### src/rtl/jtag_pkg.sv
// Shared types for the TDO word arbiter: transfer FSM states and the default word width.
package jtag_pkg;

   localparam int unsigned DEFAULT_WIDTH = 32;

   typedef enum logic [1:0] {
      ST_IDLE  = 2'd0,
      ST_LOAD  = 2'd1,
      ST_SHIFT = 2'd2,
      ST_DONE  = 2'd3
   } state_e;

endpackage

### src/rtl/word_serializer.sv
// Load/shift/pause shift register with a bit counter and a falling-edge TDO register.
module word_serializer
   import jtag_pkg::*;
#(
   parameter int unsigned WIDTH = DEFAULT_WIDTH
) (
   input  logic             clk,
   input  logic             reset_n,
   input  logic             load_i,
   input  logic             shift_i,
   input  logic             tdo_en_i,
   input  logic [WIDTH-1:0] word_i,
   output logic             last_o,
   output logic             tdo_o
);
   localparam int unsigned CW = $clog2(WIDTH + 1);

   logic [WIDTH-1:0] sr_q, sr_d;
   logic [CW-1:0]    cnt_q, cnt_d;
   logic             tdo_q;

   always_comb begin
      sr_d  = sr_q;
      cnt_d = cnt_q;
      if (load_i) begin
         sr_d  = word_i;
         cnt_d = CW'(WIDTH);
      end else if (shift_i && (cnt_q != '0)) begin
         sr_d  = {sr_q[WIDTH-2:0], 1'b0};
         cnt_d = cnt_q - CW'(1);
      end
   end

   always_ff @(posedge clk or negedge reset_n) begin
      if (!reset_n) begin
         sr_q  <= '0;
         cnt_q <= '0;
      end else begin
         sr_q  <= sr_d;
         cnt_q <= cnt_d;
      end
   end

   // Launching on the falling edge gives the TAP a half cycle of hold margin.
   always_ff @(negedge clk or negedge reset_n) begin
      if (!reset_n) begin
         tdo_q <= 1'b0;
      end else begin
         tdo_q <= tdo_en_i ? sr_q[WIDTH-1] : 1'b0;
      end
   end

   // One bit left: the next accepted shift completes the word.
   assign last_o = (cnt_q == CW'(1));
   assign tdo_o  = tdo_q;

endmodule

### src/rtl/tdo_word_arbiter.sv
// Round-robin owner of the shared TDO line: grants one requester, serialises its
// word MSB-first, then acks the owner and rotates priority past it.
module tdo_word_arbiter
   import jtag_pkg::*;
#(
   parameter int unsigned NUM_REQ = 4,
   parameter int unsigned WIDTH   = DEFAULT_WIDTH
) (
   input  logic                     clk,
   input  logic                     reset_n,
   input  logic [NUM_REQ-1:0]       req,
   input  logic [NUM_REQ*WIDTH-1:0] data,
   input  logic                     shift_en,
   input  logic                     abort,
   output logic [NUM_REQ-1:0]       grant,
   output logic [NUM_REQ-1:0]       ack,
   output logic                     busy,
   output logic                     tdo,
   output state_e                   dbg_state
);
   localparam int unsigned IW = $clog2(NUM_REQ);

   state_e             state_q, state_d;
   logic [NUM_REQ-1:0] grant_q, grant_d;
   logic [NUM_REQ-1:0] ack_q, ack_d;
   logic [IW-1:0]      owner_q, owner_d;
   logic [IW-1:0]      ptr_q, ptr_d;
   logic [IW-1:0]      pick, cidx, next_ptr;
   logic               found;
   logic               load, shift, last, tdo_en;
   logic [WIDTH-1:0]   words [NUM_REQ];
   logic [WIDTH-1:0]   load_word;

   for (genvar g = 0; g < NUM_REQ; g++) begin : g_words
      assign words[g] = data[g*WIDTH +: WIDTH];
   end

   assign load_word = words[owner_q];

   // ptr_q is the highest-priority index, i.e. one past the last owner.
   always_comb begin
      pick  = ptr_q;
      found = 1'b0;
      cidx  = '0;
      for (int unsigned i = 0; i < NUM_REQ; i++) begin
         cidx = IW'((32'(ptr_q) + i) % NUM_REQ);
         if (!found && req[cidx]) begin
            pick  = cidx;
            found = 1'b1;
         end
      end
   end

   assign next_ptr = (owner_q == IW'(NUM_REQ - 1)) ? '0 : owner_q + IW'(1);

   always_comb begin
      state_d = state_q;
      grant_d = grant_q;
      ack_d   = '0;
      owner_d = owner_q;
      ptr_d   = ptr_q;
      load    = 1'b0;
      shift   = 1'b0;
      unique case (state_q)
         ST_IDLE: begin
            if (found) begin
               grant_d       = '0;
               grant_d[pick] = 1'b1;
               owner_d       = pick;
               state_d       = ST_LOAD;
            end
         end
         ST_LOAD: begin
            if (abort) begin
               grant_d = '0;
               ptr_d   = next_ptr;
               state_d = ST_IDLE;
            end else begin
               load    = 1'b1;
               state_d = ST_SHIFT;
            end
         end
         ST_SHIFT: begin
            // Abort outranks the final shift; an aborted owner still loses priority.
            if (abort) begin
               grant_d = '0;
               ptr_d   = next_ptr;
               state_d = ST_IDLE;
            end else begin
               shift = shift_en;
               if (shift_en && last) begin
                  ack_d   = grant_q;
                  grant_d = '0;
                  ptr_d   = next_ptr;
                  state_d = ST_DONE;
               end
            end
         end
         ST_DONE: begin
            state_d = ST_IDLE;
         end
         default: begin
            state_d = ST_IDLE;
         end
      endcase
   end

   always_ff @(posedge clk or negedge reset_n) begin
      if (!reset_n) begin
         state_q <= ST_IDLE;
         grant_q <= '0;
         ack_q   <= '0;
         owner_q <= '0;
         ptr_q   <= '0;
      end else begin
         state_q <= state_d;
         grant_q <= grant_d;
         ack_q   <= ack_d;
         owner_q <= owner_d;
         ptr_q   <= ptr_d;
      end
   end

   assign tdo_en = (state_q == ST_SHIFT);

   word_serializer #(
      .WIDTH (WIDTH)
   ) u_ser (
      .clk      (clk),
      .reset_n  (reset_n),
      .load_i   (load),
      .shift_i  (shift),
      .tdo_en_i (tdo_en),
      .word_i   (load_word),
      .last_o   (last),
      .tdo_o    (tdo)
   );

   assign grant     = grant_q;
   assign ack       = ack_q;
   assign busy      = (state_q != ST_IDLE);
   assign dbg_state = state_q;

endmodule

### config.mk
export PLATFORM = sky130hd
export DESIGN_NAME = tdo_word_arbiter
export DESIGN_NICKNAME = d
export VERILOG_FILES = /design/src/rtl/jtag_pkg.sv /design/src/rtl/word_serializer.sv /design/src/rtl/tdo_word_arbiter.sv
export SDC_FILE = /design/constraint.sdc
export NUM_CORES = 1
export LEC_CHECK = 0
export BUFFER_PORTS_ARGS = -buffer_cell sky130_fd_sc_hd__buf_2
export CAP_MARGIN = 10
export CORE_MARGIN = 3
export CORE_UTILIZATION = 52
export DETAILED_ROUTE_END_ITERATION = 16
export HOLD_SLACK_MARGIN = 0.1
export PLACE_DENSITY = 0.85
export SETUP_SLACK_MARGIN = 0.3
export SLEW_MARGIN = 25
export SYNTH_ARGS = -nofsm -noshare
export SYNTH_HDL_FRONTEND = slang
export SYNTH_SLANG_ARGS = --single-unit
### constraint.sdc
create_clock -name clk -period 5.3 [get_ports clk]
set_input_delay 0 -clock clk [delete_from_list [all_inputs] [get_ports clk]]
set_output_delay 0 -clock clk [all_outputs]
set_load 0.01 [all_outputs]
-- Word level (Yosys, flattened, before mapping)
Cells that the tools add are included.
- add/sub/neg operators: 5
- bitwise logic cells: 1
- eq/ne operators: 8
- multiplexer cells: 47
- reduce and logical (&&, ||, !) cells: 19
- $lt $le $gt $ge: 7
- operators with widths (kind ; count):
    2-to-1 mux 32 bit ; 4
    binary-select mux 32 bit (select 2 bit) ; 1
    2-to-1 mux 4 bit ; 7
    2-to-1 mux 2 bit ; 11
    < comparator 2 x 3 -> 1 bit, second input constant ; 5
    2-to-1 mux 1 bit ; 14
    2-to-1 mux 6 bit ; 2
    one-hot mux 4 bit (3 select lines) ; 1
    binary-select mux 1 bit (select 2 bit) ; 4
    one-hot mux 2 bit (4 select lines) ; 1
    equality test 2 bit, second input constant ; 3
    equality test 6 x 1 -> 1 bit, second input constant ; 1
    logical AND 1 bit ; 6
    nonzero test 2 bit ; 3
    nonzero test 6 bit ; 1
    subtractor 6 x 1 -> 6 bit, second input constant ; 1
    adder 2 x 1 -> 2 bit, second input constant ; 2
    adder 2 bit, second input constant ; 2
    != test 2 bit, second input constant ; 2
    one-hot mux 2 bit (2 select lines) ; 1
    AND reduction 2 bit ; 2
    AND reduction 4 bit ; 1
    >= comparator 3 bit, second input constant ; 1
    zero test 1 bit ; 3
    8 further kinds ; 8
- input bits: 136
- word-level logic and storage cells: 95
- output and inout bits: 12
- register bits after elaboration: 53

-- Logic depth before layout (Yosys ltp)
- word-level depth: 18
- depth in mapped cells: 8

-- By module
From an unflattened synthesis, not the netlist that was laid out.
- cell total of the unflattened synthesis: 406
- area total of the unflattened synthesis: 4106.4 um2
- by module, submodules not included (module ; area each (um2) ; sequential area each (um2) ; instances ; cells an instance):
    word_serializer ; 2548.7 ; 975.9 ; 1 ; 293
    tdo_word_arbiter ; 1557.7 ; 350.3 ; 1 ; 113

==> impl_results.md <==
* Status: completed
* Initial Utilization at 55.5%
* Worst slew margin at 53.5%
* Cells on Worst Hold Path at 3
* Clk Tree Root Cell: clkbuf_8
* Clock latency on the worst-skew pair at 0.30 ns
* CP Class: flop to flop
* Lkg Pwr at 0.00194 µW
* Vias in the first global route at 3039
* Drt first pass iters at 4
* Setup crit start kind: flop
* Core area at 6100 µm²
* Setup ws final at 1.61 ns
* Nets at 575
* Starting DRT DRC Count at 98
* Post-Route Setup TNS at 0 ns
* Post CTS Setup Buffer Count at 0
* Hpwl dp at 6.27 mm
* Syn_nets at 436
* Residual DRC at 0
* Horiz. Die Dim at 86.7 µm
* Initial antenna violation count at 0
* # diodes at 0
* DRT antenna net count at 0
* Worst slack at placement at 1.62 ns
* Worst Hold Path EP: u_ser.cnt_q[5]
* Met3 wire len at 526 µm
* Worst Tran Pin Value at 0.691 ns
* Final Max Tran Viols at 0
* Post-Layout Inst Area at 4290 µm²
* Num CTS Buffers at 5
* Die Y at 86.7 µm
* EDFF count, synth at 0
* RSZ-0062 raised after global routing: false
* Highest routed layer: met4
* Ys async rst share at 100%
* Clock Tree Buf Depth at 2
* Synth-to-Final Area Change at 26.6%
* Main synth FF type: dfrtp_1
* Number of port buffers at 147
* Max cap viols at 0
* Clock skew at 0.00846 ns
* Synth warn at 0
* Fraction of layout cells with a size suffix above 1 at 46.5%
* Element type at the critical path end: flop
* # IOs at 148
* R2r startpoint: dbg_state[0]
* Worst EP required at 2.81 ns
* Reg2Reg Capture Point: u_ser.tdo_o
* Clk pin slew, worst setup/hold paths at 0.09 ns
* Final wirelength at 7.99 mm
* CP max FO at 5
* Cell area after synthesis at 3390 µm²
* Via/cell ratio at 5.70
* Seq/Total Area, Yosys at 39.2%
* Rows at 28
* # H-tree levels at 2
* VDD IR-drop max at 0.212 mV
* Hold Violations, Final at 0
* Pwr dens at 448 nW/µm²
* Detailed-route via count at 2890
* Largest net degree at the start of global routing at 70
* R2r worst-path depth at 3
* Synthesized area per cell at 11.6 µm²
* Synthesis-stage register bit count at 53
* Hold Startpoint: abort
* Flop-to-flop setup slack at 1.61 ns
* Grt ovf at 0
* Wire length per cell at 15.7 µm
* Cells after synthesis at 292
* RePlAce Congestion at 0.759
* Overall Global Routing Usage at 21.7%
* Met2 routed WL at 4.45 mm
* Placed inst area at 4160 µm²
* DRT met1 WL at 2.90 mm
* Clock net sink count at 53
* Synth unique cells at 43
* Final setup fails at 0
* Critical Path AT at 1.20 ns
* First-pass GRT wire length at 12.9 mm
* Hold Crit Class: input port to flop
* TritonCTS clock tree: yes
* Die Footprint at 7520 µm²
cells in the final DEF (no fill, tap or decap), types with 2 or more instances in the layout:
cell type / n
a21oi_1: 5
a2bb2oi_1: 2
a32o_1: 2
and2_1: 5
buf_2: 147
buf_4: 4
clkbuf_8: 6
dfrtp_1: 51
ha_1: 8
inv_1: 8
mux2_2: 3
mux2i_1: 31
mux4_2: 32
nand2_1: 39
nand2b_1: 3
nor2_1: 12
nor2b_1: 2
nor3_1: 3
o2111ai_1: 2
o21ai_0: 32
o21ai_1: 4
o41ai_1: 2
xnor2_1: 2
xor2_1: 3
Yosys cell counts (4+ instances only):
master    count  area, µm²
dfrtp_1      52       1300
inv_1         8       30.0
mux4_2       32        721
ha_1          8        100
clkbuf_1     12       45.0
o21ai_1       4       20.0
buf_2         4       20.0
nand2_1      39        146
mux2i_1      31        310
nor2_1       12       45.0
and2_1        5       31.3
a21oi_1       6       30.0
o21ai_0      32        160
how the worst max path moves through the flow:
stage | from | endpoint | slack (ns) | cells after the start
2_1_floorplan | dbg_state[0] | u_ser.tdo_o | 1.62 | 3
3_3_place_gp | dbg_state[0] | u_ser.tdo_o | 1.66 | 3
3_5_place_dp | dbg_state[0] | u_ser.tdo_o | 1.62 | 3
4_1_cts | dbg_state[0] | u_ser.tdo_o | 1.61 | 3
5_1_grt | dbg_state[0] | u_ser.tdo_o | 1.54 | 3
6_report | dbg_state[0] | u_ser.tdo_o | 1.61 | 3
stage by stage:
stage / std cells / utilization, % / power [µW] / hold slack (ns)
finish: 507 / 70.3 / 1920 / 0.117
CTS: 507 / 70.3 / 1940 / 0.113
global placement: 498 / 68.2 / 1610 / 0.149
floorplan: 292 / - / 1420 / -0.296
detailed placement: 498 / 68.2 / 1660 / 0.165
global route: 507 / 70.3 / 2090 / 0.124
area by class of cell:
| class | count | area, µm² |
|---|---|---|
| timing repair buffer | 152 | 776 |
| inverter | 8 | 30.0 |
| clock inverter | 1 | 30.0 |
| clock buffer | 7 | 86.3 |
| tap | 75 | 93.8 |
| sequential | 53 | 1330 |
| multi-input combinational | 211 | 1940 |
| fill | 484 | 1810 |
repair_timing:
item / CTS / global route
hold endpoints to repair: 52 / 0
gates resized for setup: 0 / 0
hold buffers: 1 / 0
power by group:
part	internal, µW	switching (µW)	total (µW)
sequential	572	203	775
combinational	485	385	870
clock	154	124	278
cells by family after synthesis:
kind of cell	Yosys count	synth area share (%)
AOI/OAI and AO/OA	58	10.4
xor gates and xnor gates	5	1.29
adders and majority gates	8	2.96
buffers and inverters	28	4.03
DFF	53	39.2
muxes	66	31.4
and+or+nand+nor	74	10.7
state kept, by name (all words and copies together) (netlist names):
name         cells
u_ser.tdo_o      1
ack              4
u_ser.cnt_q      6
u_ser.sr_q      32
dbg_state        2
owner_q          2
grant            4
ptr_q            2
routing by layer:
metal | GRT usage, % | up-vias
li1 | - | 1363
met1 | 24.9 | 1404
met2 | 41.7 | 113
met3 | 3.61 | 10
met4 | 5.38 | 0
met5 | 0 | -
critical path, stage by stage (launching register included):
cell     delay [ns]
dfrtp_1        0.43
inv_1          0.10
ha_1           0.24
and2_1         0.14
Note: power is estimated with default switching activity, not from simulation.
